[config.mk]
export PLATFORM = sky130hd
export DESIGN_NAME = usb_fs_host_tx
export DESIGN_NICKNAME = d
export VERILOG_FILES = /design/src/rtl/usb_fs_host_tx.sv
export SDC_FILE = /design/constraint.sdc
export NUM_CORES = 1
export LEC_CHECK = 0
export ABC_AREA = 1
export CORE_MARGIN = 5
export CORE_UTILIZATION = 40
export CTS_CLUSTER_DIAMETER = 100
export DETAILED_ROUTE_END_ITERATION = 8
export GPL_ROUTABILITY_DRIVEN = 0
export GPL_TIMING_DRIVEN = 0
export RECOVER_POWER = 25
export SYNTH_ARGS = -nofsm -noshare
export SYNTH_HDL_FRONTEND = slang
export SYNTH_SLANG_ARGS = --single-unit
[constraint.sdc]
create_clock -name clk -period 2.4 [get_ports clk]
set_clock_uncertainty 0.05 [all_clocks]
set_input_delay 0.48 -clock clk [delete_from_list [all_inputs] [get_ports clk]]
set_output_delay 0.48 -clock clk [all_outputs]
set_load 0.1 [all_outputs]
[src/rtl/usb_fs_host_tx.sv]
// Full-speed USB host-side packet transmitter.
// Serialises a valid/ready byte stream onto D+/D- with SYNC, LSB-first NRZI,
// bit stuffing and EOP.
//
// state   | meaning
// --------+---------------------------------------------------------------
// IDLE    | bus released (oe=0, line J), waiting for the PID byte
// SYNC    | sending 0x80 LSB first (KJKJKJKK)
// DATA    | sending packet bytes, inserting stuffed zeros as needed
// EOP_SE0 | two bit times of SE0
// EOP_J   | one bit time of J, then release the bus
module usb_fs_host_tx #(
   parameter int CLKS_PER_BIT = 4,
   parameter int STUFF_LEN    = 6
) (
   input  logic       clk,
   input  logic       rst,
   input  logic       tx_valid,
   input  logic [7:0] tx_data,
   input  logic       tx_last,
   output logic       tx_ready,
   output logic       busy,
   output logic       underrun,
   output logic       dp,
   output logic       dm,
   output logic       oe
);

   localparam int TW = (CLKS_PER_BIT > 1) ? $clog2(CLKS_PER_BIT) : 1;
   localparam int OW = $clog2(STUFF_LEN + 1);

   typedef enum logic [2:0] {
      IDLE    = 3'd0,
      SYNC    = 3'd1,
      DATA    = 3'd2,
      EOP_SE0 = 3'd3,
      EOP_J   = 3'd4
   } state_t;

   state_t          state_q, state_d;
   logic [TW-1:0]   timer_q, timer_d;
   // bit_idx is the SYNC bit, data bit or EOP SE0 bit currently on the line.
   logic [2:0]      bit_idx_q, bit_idx_d;
   logic [7:0]      shreg_q, shreg_d;
   logic            last_q, last_d;
   // Number of consecutive ones already on the line, including the current bit.
   logic [OW-1:0]   ones_q, ones_d;
   logic            dp_q, dp_d, dm_q, dm_d, oe_q, oe_d;
   logic            bit_end;
   logic            emit, emit_val;
   logic [2:0]      nxt_idx;

   assign bit_end = (timer_q == TW'(CLKS_PER_BIT - 1));

   // State and datapath registers; reset leaves the line in J with the bus released.
   always_ff @(posedge clk or posedge rst) begin
      if (rst) begin
         state_q   <= IDLE;
         timer_q   <= '0;
         bit_idx_q <= '0;
         shreg_q   <= '0;
         last_q    <= 1'b0;
         ones_q    <= '0;
         dp_q      <= 1'b1;
         dm_q      <= 1'b0;
         oe_q      <= 1'b0;
      end else begin
         state_q   <= state_d;
         timer_q   <= timer_d;
         bit_idx_q <= bit_idx_d;
         shreg_q   <= shreg_d;
         last_q    <= last_d;
         ones_q    <= ones_d;
         dp_q      <= dp_d;
         dm_q      <= dm_d;
         oe_q      <= oe_d;
      end
   end

   // Next-state decode; the line only moves when the bit timer wraps.
   always_comb begin
      state_d   = state_q;
      timer_d   = timer_q;
      bit_idx_d = bit_idx_q;
      shreg_d   = shreg_q;
      last_d    = last_q;
      ones_d    = ones_q;
      dp_d      = dp_q;
      dm_d      = dm_q;
      oe_d      = oe_q;
      tx_ready  = 1'b0;
      underrun  = 1'b0;
      emit      = 1'b0;
      emit_val  = 1'b0;
      nxt_idx   = bit_idx_q + 3'd1;

      if (state_q != IDLE)
         timer_d = bit_end ? '0 : timer_q + 1'b1;

      unique case (state_q)
         IDLE: begin
            if (tx_valid) begin
               tx_ready  = 1'b1;
               shreg_d   = tx_data;
               last_d    = tx_last;
               state_d   = SYNC;
               timer_d   = '0;
               bit_idx_d = '0;
               ones_d    = '0;
               oe_d      = 1'b1;
               emit      = 1'b1;   // first SYNC zero: J -> K
               emit_val  = 1'b0;
            end
         end
         SYNC: begin
            if (bit_end) begin
               emit = 1'b1;
               if (bit_idx_q != 3'd7) begin
                  bit_idx_d = nxt_idx;
                  emit_val  = (nxt_idx == 3'd7);
               end else begin
                  state_d   = DATA;
                  bit_idx_d = '0;
                  emit_val  = shreg_q[0];
               end
            end
         end
         DATA: begin
            if (bit_end) begin
               if (ones_q == OW'(STUFF_LEN)) begin
                  // Stuffed zero; the data pointer holds.
                  emit     = 1'b1;
                  emit_val = 1'b0;
               end else if (bit_idx_q != 3'd7) begin
                  bit_idx_d = nxt_idx;
                  emit      = 1'b1;
                  emit_val  = shreg_q[nxt_idx];
               end else if (last_q) begin
                  state_d   = EOP_SE0;
                  bit_idx_d = '0;
                  dp_d      = 1'b0;
                  dm_d      = 1'b0;
               end else if (tx_valid) begin
                  // Seamless reload: the next byte's bit 0 follows bit 7 directly.
                  tx_ready  = 1'b1;
                  shreg_d   = tx_data;
                  last_d    = tx_last;
                  bit_idx_d = '0;
                  emit      = 1'b1;
                  emit_val  = tx_data[0];
               end else begin
                  underrun  = 1'b1;
                  state_d   = EOP_SE0;
                  bit_idx_d = '0;
                  dp_d      = 1'b0;
                  dm_d      = 1'b0;
               end
            end
         end
         EOP_SE0: begin
            if (bit_end) begin
               if (bit_idx_q == 3'd1) begin
                  state_d = EOP_J;
                  dp_d    = 1'b1;
                  dm_d    = 1'b0;
               end else begin
                  bit_idx_d = nxt_idx;
               end
            end
         end
         EOP_J: begin
            if (bit_end) begin
               state_d   = IDLE;
               oe_d      = 1'b0;
               dp_d      = 1'b1;
               dm_d      = 1'b0;
               bit_idx_d = '0;
               ones_d    = '0;
               timer_d   = '0;
            end
         end
         default: state_d = IDLE;
      endcase

      // NRZI: a zero toggles J/K and breaks the run of ones, a one holds the line.
      if (emit) begin
         if (!emit_val) begin
            dp_d   = ~dp_q;
            dm_d   = ~dm_q;
            ones_d = '0;
         end else begin
            ones_d = ones_q + 1'b1;
         end
      end

      // The handshake strobes stay quiet while reset is asserted.
      if (rst) begin
         tx_ready = 1'b0;
         underrun = 1'b0;
      end
   end

   assign busy = (state_q != IDLE);
   assign dp   = dp_q;
   assign dm   = dm_q;
   assign oe   = oe_q;

endmodule
==> results.toml, run 1 <==
[power_and_ir_drop]
switching_share_pct = 52.5
p_comb_share_pct = 67.6
pwr-share-clk_pct = 6.8
leakagePower_nw = 0.933
internal-power_mw = 1.27
cellPowerDensity_nw_per_um2 = 1420
p_seq_share_pct = 25.7
peakVddDrop_mv = 0.619
p_sw_mw = 1.41

[route]
via_per_inst = 5.06
vias = 1352
wl_per_cell_um = 12.7
drtIter0Drc = 54
route.detailed.drc = 0
postRouteAntennaNets = 0
drtPass1Iterations = 4
drt-total-wl_mm = 3.39

[clock_network]
cts_hold_buf = 0
clockBufferDepth = 2
h-tree-depth = 1
cts_root_buf = "clkbuf_4"
cts_buffers = 3
cts_tree = "done"
cts_sinks = 23
clk_pin_slew_ns = 0.13
insertion_delay_ns = 0.32

[synth]
synth_top_area_cell = "dfrtp_1"
syn_area_per_cell_sq_um = 7.63
synthCells = 190
yosys_register_bits = 23
synthTopCellsByCount = "nand2_1 (45), inv_1 (23), dfrtp_1 (22), nand3_1 (19), a21oi_1 (18)"
ys_types = 31
synthFlopType = "dfrtp_1"
synth.area.top_cells = "dfrtp_1 (38%), nand2_1 (12%), nand3_1 (6.6%), a21oi_1 (6.2%), ha_1 (6.0%)"
synth_top_area_share_pct = 38.0
synth_edf_count = 0
async_reset_ff_share_pct = 100
yosysMostFrequentCell = "nand2_1"
yosysWarningCount = 0
synth_nets = 209
synth.yosys.seq_area_share_pct = 39.8
syn_area_sq_um = 1450

[sta]
fin_crit_ns = 2.33
setup_viol = 0
period_share_pct = 97.1
fmax_mhz = 429
hold_violations = 0
slew_viol_final = 0
relSlewSlack_pct = 35.4
tightest_slew_ns = 0.967

[worst_setup_path]
max_stage_delay_ns = 0.47
crit_chain = "inv_4, nand2_2, nor2_4, nand2_2, inv_2, o21ai_4, buf_6, nor2_4, buf_12"
rr_worst_depth = 12
crit_required_ns = 1.87
timing.reg2reg.setup_slack_ns = 0.47
crit_path_top_delay_cell = "dfrtp_2"
critPathMaxFanout = 5
r2r-start = "bit_idx_q[0]"
cp-start-kind = "flip-flop"
worstSetupEndpointType = "primary output"
r2r-end = "dm"
crit_type = "reg2out"
arrival_ns = 1.80

[floorplan]
pin_count = 18
die_x_um = 70.2
coreArea_sq_um = 3420
die_area_sq_um = 4930
initial_core_util_pct = 42.4
die_h_um = 70.2
fp-row-count = 21

[global_route]
grt_pass1_vias = 1302
grt-ovfl-total = 0
grt_use_total_pct = 14.1
grt_pass1_wl_mm = 5.62
grt_antenna_before_repair = 0
grt_max_degree = 24

[placement]
dp_hpwl_mm = 2.50
io_buffers = 17
dpl-instance-area_sq_um = 1700
dp_cells = 253

[min_path]
hold-path-cell-count = 2
worstHoldStart = "oe"
worstHoldPathType = "reg2reg"
hold_end = "oe"

[layout]
final_area_sq_um = 1880
final_nets = 241
syn2layout_area_growth_pct = 30.0
layout-drive-gt1-share_pct = 23.1
layout.cells.non_filler = 267
n_antenna_cell = 0

[run_status]
status = "finished, final reports clean"

[job]
max_cap_violations = 0
==> area by class of cell <==
type                    count  area, sq um
fillers                   322         1530
multi-input cells         136          818
flip-flops and latches     23          581
repair buffers             27          270
inverters                  30          118
well taps                  46         57.6
clock buffers               3         22.5
plain buffers               1         11.3
clock inverters             1         5.00
==> how the worst max path moves through the flow <==
stage	start	to
after floorplan	bit_idx_q[0]	underrun
after global placement	tx_valid	tx_ready
after detailed placement	tx_valid	tx_ready
after CTS	state_q[2]	tx_ready
after global routing	state_q[2]	underrun
final	state_q[2]	tx_ready
==> repair_timing <==
item | CTS | global route
setup endpoints to repair | 4 | 4
gates resized for setup | 29 | 10
pin swaps | 0 | 1
buffers inserted | 1 | 9
==> through the flow <==
stage          hold WS (ns)  worst slack [ns]  util [%]  TNS [ns]  power [mW]
2_1_floorplan         0.402            -0.155         -    -0.155        1.96
3_3_place_gp          0.408             -1.19      49.7     -1.93        2.28
3_5_place_dp          0.417             -1.22      49.7     -2.01        2.31
4_1_cts               0.437           -0.0348      51.8   -0.0348        2.54
5_1_grt               0.465           -0.0266      55.1   -0.0495        2.93
6_report              0.438            0.0707      55.1         0        2.68
==> power groups by stage <==
stage / combinational [mW] / sequential [mW] / clock [mW]
floorplan: 1.12 / 0.841 / 0
global placement: 1.59 / 0.687 / 0
detailed placement: 1.61 / 0.695 / 0
CTS: 1.67 / 0.677 / 0.191
global route: 2.02 / 0.708 / 0.208
finish: 1.81 / 0.688 / 0.181
==> worst max-delay path, delay by kind of cell, from the launching register on <==
family                 cells  cell delay, ns
DFF                        1            0.47
buffers and inverters      4            0.51
and+or+nand+nor            4            0.43
AOI/OAI and AO/OA          1            0.07
==> registers in the layout, summed over array words and instances, names as in the netlist <==
register,flops
last_q,1
shreg_q,8
dm,1
oe,1
state_q,3
bit_idx_q,3
ones_q,3
timer_q,2
dp,1
==> layout by cell type, fill, tap and decap left out, types with 4 or more instances in the layout <==
cell type	instances
nand2_1	42
inv_1	23
dfrtp_1	19
a21oi_1	18
nand3_1	18
nor2_1	13
clkdlybuf4s50_1	10
buf_4	10
o21ai_0	7
inv_2	5
nor2_4	5
nand2_2	4
ha_1	4
==> kinds of logic (layout without fill, tap and decap cells) <==
family,after synthesis,in the layout,share of synthesized area (%)
AOI/OAI and AO/OA,34,34,13.7
xor gates and xnor gates,1,1,0.605
adders and majority gates,7,7,6.04
buffers and inverters,31,62,8.72
DFF,23,23,39.8
and+or+nand+nor,94,94,31.1
==> metal layers <==
| metal | global-route usage (%) | share of wire (%) | wire (um) | up-vias |
|---|---|---|---|---|
| met5 | 0 | 0 | 0 | - |
| met2 | 23.5 | 50 | 1680 | 27 |
| met4 | 6.81 | 0.65 | 22 | 0 |
| li1 | - | - | - | 685 |
| met3 | 2.58 | 3.7 | 124 | 2 |
| met1 | 17.5 | 46 | 1560 | 638 |
No activity file was read; power rests on OpenSTA's default activity.
==> run 2, diff against run 1 <==
SLEW_MARGIN = 20   (was not set)
==> results of run 2 <==
No change in the layout: final DEF, timing and power equal those of run 1.
==> run 3, diff against run 2 <==
CTS_CLUSTER_SIZE = 24   (was not set)
==> results of run 3 <==
No change in the layout: final DEF, timing and power equal those of run 1.
